--- src/rtl/proc_mem_responder.sv ---
// Memory-side responder for the processor fetch/load/store bus: single-ported word
// memory, one request at a time, WAIT_CYC wait states, one response per request.
module proc_mem_responder #(
    parameter int unsigned DATA_W   = 32,
    parameter int unsigned ADDR_W   = 12,
    parameter int unsigned DEPTH    = 64,
    parameter int unsigned WAIT_CYC = 2
) (
    input  logic              clk,
    input  logic              rst_n,
    input  logic              init_en,
    input  logic [ADDR_W-1:0] init_addr,
    input  logic [DATA_W-1:0] init_data,
    input  logic              req_valid,
    output logic              req_ready,
    input  logic              req_we,
    input  logic [ADDR_W-1:0] req_addr,
    input  logic [DATA_W-1:0] req_wdata,
    output logic              rsp_valid,
    input  logic              rsp_ready,
    output logic [DATA_W-1:0] rsp_rdata,
    output logic              rsp_err,
    output logic              busy
);

    localparam int unsigned IdxW = (DEPTH > 1) ? $clog2(DEPTH) : 1;
    // One extra bit so the range check sees the full address without wrap.
    localparam logic [ADDR_W:0] DepthW = (ADDR_W + 1)'(DEPTH);

    typedef enum logic [1:0] {StIdle, StWait, StResp} state_e;

    state_e            state_q, state_d;
    logic [3:0]        cnt_q, cnt_d;
    logic              we_q, we_d;
    logic [ADDR_W-1:0] addr_q, addr_d;
    logic [DATA_W-1:0] wdata_q, wdata_d;
    logic [DATA_W-1:0] rdata_q, rdata_d;
    logic              err_q, err_d;
    logic [DATA_W-1:0] mem_q [DEPTH];

    logic              addr_in_range;
    logic              init_in_range;
    logic              acc_wr;

    assign addr_in_range = ({1'b0, addr_q} < DepthW);
    assign init_in_range = ({1'b0, init_addr} < DepthW);

    assign req_ready = (state_q == StIdle) && !init_en && rst_n;
    assign rsp_valid = (state_q == StResp);
    assign rsp_rdata = rdata_q;
    assign rsp_err   = err_q;
    assign busy      = (state_q != StIdle);

    always_comb begin
        state_d = state_q;
        cnt_d   = cnt_q;
        we_d    = we_q;
        addr_d  = addr_q;
        wdata_d = wdata_q;
        rdata_d = rdata_q;
        err_d   = err_q;
        acc_wr  = 1'b0;
        unique case (state_q)
            StIdle: begin
                if (req_valid && req_ready) begin
                    we_d    = req_we;
                    addr_d  = req_addr;
                    wdata_d = req_wdata;
                    cnt_d   = 4'(WAIT_CYC);
                    state_d = StWait;
                end
            end
            StWait: begin
                if (cnt_q != 4'd0) begin
                    cnt_d = cnt_q - 4'd1;
                end else begin
                    state_d = StResp;
                    if (!addr_in_range) begin
                        rdata_d = '0;
                        err_d   = 1'b1;
                    end else if (we_q) begin
                        rdata_d = '0;
                        err_d   = 1'b0;
                        acc_wr  = 1'b1;
                    end else begin
                        rdata_d = mem_q[addr_q[IdxW-1:0]];
                        err_d   = 1'b0;
                    end
                end
            end
            StResp: begin
                if (rsp_ready) begin
                    state_d = StIdle;
                    rdata_d = '0;
                    err_d   = 1'b0;
                end
            end
            default: state_d = StIdle;
        endcase
    end

    always_ff @(posedge clk or negedge rst_n) begin
        if (!rst_n) begin
            state_q <= StIdle;
            cnt_q   <= '0;
            we_q    <= 1'b0;
            addr_q  <= '0;
            wdata_q <= '0;
            rdata_q <= '0;
            err_q   <= 1'b0;
        end else begin
            state_q <= state_d;
            cnt_q   <= cnt_d;
            we_q    <= we_d;
            addr_q  <= addr_d;
            wdata_q <= wdata_d;
            rdata_q <= rdata_d;
            err_q   <= err_d;
        end
    end

    // Bus access is assigned last so it wins over a same-edge preload.
    always_ff @(posedge clk or negedge rst_n) begin
        if (!rst_n) begin
            for (int i = 0; i < int'(DEPTH); i++) begin
                mem_q[i] <= '0;
            end
        end else begin
            if (init_en && init_in_range) begin
                mem_q[init_addr[IdxW-1:0]] <= init_data;
            end
            if (acc_wr) begin
                mem_q[addr_q[IdxW-1:0]] <= wdata_q;
            end
        end
    end

endmodule

--- config.mk ---
export PLATFORM = sky130hd
export DESIGN_NAME = proc_mem_responder
export DESIGN_NICKNAME = d
export VERILOG_FILES = /design/src/rtl/proc_mem_responder.sv
export SDC_FILE = /design/constraint.sdc
export NUM_CORES = 2
export LEC_CHECK = 0
export BUFFER_PORTS_ARGS = -buffer_cell sky130_fd_sc_hd__clkbuf_2
export CAP_MARGIN = 40
export CORE_ASPECT_RATIO = 0.75
export CORE_MARGIN = 2
export CORE_UTILIZATION = 30
export DETAILED_ROUTE_END_ITERATION = 7
export GPL_TIMING_DRIVEN = 0
export PLACE_DENSITY = 0.42
export SYNTH_ARGS = -nofsm -noshare
export SYNTH_HDL_FRONTEND = slang
export SYNTH_SLANG_ARGS = --single-unit
--- constraint.sdc ---
create_clock -name clk -period 3 [get_ports clk]
set_clock_uncertainty 0.15 [all_clocks]
set_input_delay 0.3 -clock clk [delete_from_list [all_inputs] [get_ports clk]]
set_output_delay 0.3 -clock clk [all_outputs]
set_load 0.1 [all_outputs]
==> impl_metrics.csv <==
group,metric,value,unit
status,status,"complete, but fails checks",
status,violations,"hold timing, setup timing",
synth,yosysSeqAreaShare,0.464,
synth,synthMuxAreaShare,0.225,
synth,synth_compound_area_frac,0.151,
synth,synthArstFlopShare,1.00,
die,io_pins,130,
sta,setup-violations-final,96,
worst_setup_path,r2r_setup_slack,-0.30,ns
synth,yosysUniqueCellTypes,68,
power,p_per_area,786,nW/µm²
placement,dp_hpwl,507000,µm
worst_setup_path,worst_ep_arrival_time,3.99,ns
die,design.core.area,381000,µm²
synth,synthCells,11800,
worst_setup_path,r2r-start,"addr_q[2]",
sta,fin_ws,-0.301,ns
sta,holdWs,-0.124,ns
worst_setup_path,path_common_cell,"buf_12",
route,dr_total_vias,104000,
die,die_h,540,µm
placement,place_area,128000,µm²
worst_setup_path,critPathRequiredTime,3.69,ns
layout,post-route-util,0.387,
synth,synth_nets,11900,
synth,synthXorXnorAreaFrac,0.000152,
layout,finalInstanceArea,147000,µm²
die,fp.dieW,719,µm
clock_network,cts_sinks,2132,
synth,synth_warnings,0,
clock_network,clock_path_buffers,4,
sta,relSlewSlack,0.259,
global_route,grt_antenna_before_repair,51,
synth,synth_fa_ha_area_frac,0.000218,
sta,period_share,1.10,
synth,netlist_area,115000,µm²
route,firstDrtPassIters,6,
global_route,grt.overflow.total,0,
layout,syn_to_final_growth,28.2,%
placement,portBuffers,97,
global_route,grt_pass1_vias,99800,
synth,yosysTopAreaCellShare,0.464,
route,first_iter_violations,13000,
power,ir_worst_vdd,559,µV
worst_setup_path,crit_slowest_cell,"dfrtp_2",
layout,layout-drive-gt1-share,0.215,
worst_setup_path,reg2reg_depth,9,
worst_setup_path,crit_family,"buffers and inverters",
worst_setup_path,cp_max_fo,10,
die,floorplan.initialDensity,0.302,
clock_network,cts.clk_slew.worst_paths,0.06,ns
clock_network,cts-root-buf,"clkbuf_16",
sta,hold_viol,86,
worst_setup_path,crit_type,"register to register",
route,avgViaCountPerCell,5.72,
synth,avgSynthCellArea,9.76,µm²
route,drc,0,
layout,fillers,37400,
synth,synth_edf_count,0,
route,wl_per_cell,35.0,µm
placement,preCtsSetupSlack,-2.03,ns
hold_path,holdCritPathClass,"input port to asynchronous set/reset pin",
layout,nets,13000,
worst_setup_path,startpoint_type,"register",
layout,regArea,53400,µm²
worst_setup_path,end_kind,"register",
clock_network,clkLatencyLatePin,0.95,ns
flow_run,maxCapViolCount,0,
route,ant_nets,0,
die,fp-row-count,196,
sta,drv_slew,0,
worst_setup_path,path_cells,"buf_12 -> buf_12 -> buf_6 -> buf_8 -> mux2i_2 -> o221ai_4 -> a22oi_2 -> nand4_1 -> a22o_1",
placement,place.gp.congestion,1.01,
route,totalWireLength,635000,µm
synth,synth_top_family_by_area,"multiplexers",
sta,fmax,303,MHz
die,dieArea,389000,µm²
synth,synth_area_leaders,"dfrtp_1 (46%), mux2i_1 (20%), nand2_1 (4.9%)",
global_route,grtUsageTotal,0.310,
sta,period_needed,3.30,ns
layout,multi_input_area,59700,µm²
sta,rsz0062_at_grt,"true",
worst_setup_path,critPathMaxStageDelay,0.42,ns
worst_setup_path,r2r-end,"rsp_rdata[31]",
synth,synth_flop_cell,"dfrtp_1",
clock_network,htreeDepth,4,
synth,synth_seq_cells,2132,
clock_network,cts_tree,"yes",
synth,yosysTopAreaCell,"dfrtp_1",
synth,synthSimpleGateAreaFrac,0.106,
clock_network,numCtsBuffers,245,
global_route,grt_first_pass_wirelength,840000,µm
power,power_leakage,55.9,nW
worst_setup_path,crit_buf_inv,4,
sta,tightest_slew,1.11,ns
global_route,grt_max_degree,104,
worst_setup_path,cp.depth,9,
-- flip-flops by register name (all words and copies together) (netlist names) --
register	cells
rsp_err	1
rsp_rdata	32
state_q	2
mem_q	2048
cnt_q	4
wdata_q	32
addr_q	12
we_q	1
-- logic make-up (layout without fill, tap and decap cells) --
family | Yosys count | count (layout)
muxes | 2427 | 2427
buffers and inverters | 1368 | 2661
AOI/OAI and AO/OA | 2973 | 2973
xor gates and xnor gates | 2 | 2
other | 0 | 24
and+or+nand+nor | 2889 | 2898
DFF | 2132 | 2132
adders and majority gates | 2 | 2
-- cell usage in the layout (no fill, tap or decap), types with 24 or more instances in the layout --
master and n:
clkbuf_8 81, dfrtp_1 2129, o211a_4 28, clkbuf_4 69
nor2_1 1161, diode_2 24, clkbuf_2 230, buf_12 108
nor2_4 36, clkinv_2 45, buf_2 186, a31oi_1 189
a21oi_1 898, clkbuf_16 309, nand2_4 111, o21ai_2 217
o21ai_0 680, mux4_2 130, mux2i_1 2268, a22oi_1 36
o21ai_1 278, buf_6 293, o22a_1 32, buf_8 230
buf_1 42, dlygate4sd3_1 120, clkbuf_1 680, o2111a_1 28
nand2_1 1267, a22oi_2 34, a221oi_1 222, nor2_8 24
a221o_1 28, nand2_2 165, a221oi_2 98, buf_4 182
buf_16 49, o22ai_1 154
-- Yosys cell counts, types with 4 or more instances --
cell type / count
a22oi_1: 70
or2_2: 8
buf_4: 85
o22a_1: 33
a21oi_1: 899
nand2_2: 32
nor4_2: 4
nor2_2: 14
a221o_1: 28
nor2_8: 24
buf_6: 38
nor3_2: 4
or4_1: 4
mux4_2: 130
nand3_1: 10
clkbuf_4: 5
inv_1: 4
o22ai_1: 159
buf_2: 226
mux2i_1: 2297
a221oi_1: 343
nor3b_1: 6
nor3_1: 7
o21ai_1: 91
nand2_1: 1516
and2_1: 6
and4_1: 4
dfrtp_1: 2132
nor2_1: 1169
buf_1: 56
buf_8: 9
nand2b_1: 9
clkbuf_2: 32
nor2_4: 23
o21ai_0: 1090
o2111a_1: 28
a22o_1: 4
clkbuf_1: 912
nor4_4: 15
or3_1: 10
a31oi_1: 191
o211a_1: 28
-- routing by layer --
layer / vias up / track usage / share of wire
met4: 12 / 0.107 / 0.040
li1: 44000 / - / -
met1: 53500 / 0.431 / 0.43
met2: 5570 / 0.437 / 0.41
met5: - / 0.00369 / 0.00090
met3: 924 / 0.116 / 0.12
-- cell type report --
class,count,area share
Multi-Input combinational cell,8302,0.405
Sequential cell,2132,0.362
Timing Repair Buffer,864,0.0759
Buffer,1350,0.0583
Clock buffer,367,0.0492
Tap cell,5049,0.0428
Clock inverter,75,0.00634
Antenna cell,24,0.000407
Inverter,5,0.000127
-- power breakdown --
group / internal (mW) / leakage [nW] / switching [mW]
registers: 29.5 / 19.1 / 0.575
logic: 15.6 / 32.8 / 38.3
clock network: 18.3 / 4.06 / 13.7
total: 63.3 / 55.9 / 52.6
-- repair_timing --
| item | CTS | global route |
|---|---|---|
| pin swaps | 67 | 185 |
| hold endpoints to repair | 482 | 144 |
| gates resized for setup | 803 | 1752 |
| buffers inserted | 67 | 82 |
| endpoints found under the setup margin | 2051 | 1571 |
| hold buffers | 129 | 2 |
| cloned | 8 | 66 |
-- metrics by stage --
| step | setup TNS (ns) | std cells | power (mW) | hold slack [ns] |
|---|---|---|---|---|
| after floorplan | 0 | 11800 | 47.3 | -0.146 |
| after global placement | - | 16900 | 71.7 | 0.319 |
| after detailed placement | -1139.84 | 17400 | 74.4 | 0.157 |
| after CTS | -4.55 | 18000 | 110 | -0.146 |
| after global routing | -20.34 | 18200 | 117 | -0.0936 |
| final | -3.79 | 18200 | 116 | -0.124 |
-- worst register-to-register path: stages, from the launching register on --
cell      delay [ns]
dfrtp_2         0.42
buf_12          0.20
buf_12          0.20
buf_6           0.31
buf_8           0.38
mux2i_2         0.35
o221ai_4        0.21
a22oi_2         0.41
nand4_1         0.32
a22o_1          0.29
-- how the worst max path moves through the flow --
stage,start,endpoint,slack [ns]
final,addr_q[2],rsp_rdata[31],-0.30
after global routing,addr_q[0],rsp_rdata[31],-0.26
after CTS,addr_q[1],rsp_rdata[31],-0.21
after detailed placement,addr_q[2],rsp_rdata[31],-2.03
after global placement,rst_n,mem_q[1296],-54.92
after floorplan,state_q[0],addr_q[0],0.17
(Power assumes the default switching activity.)
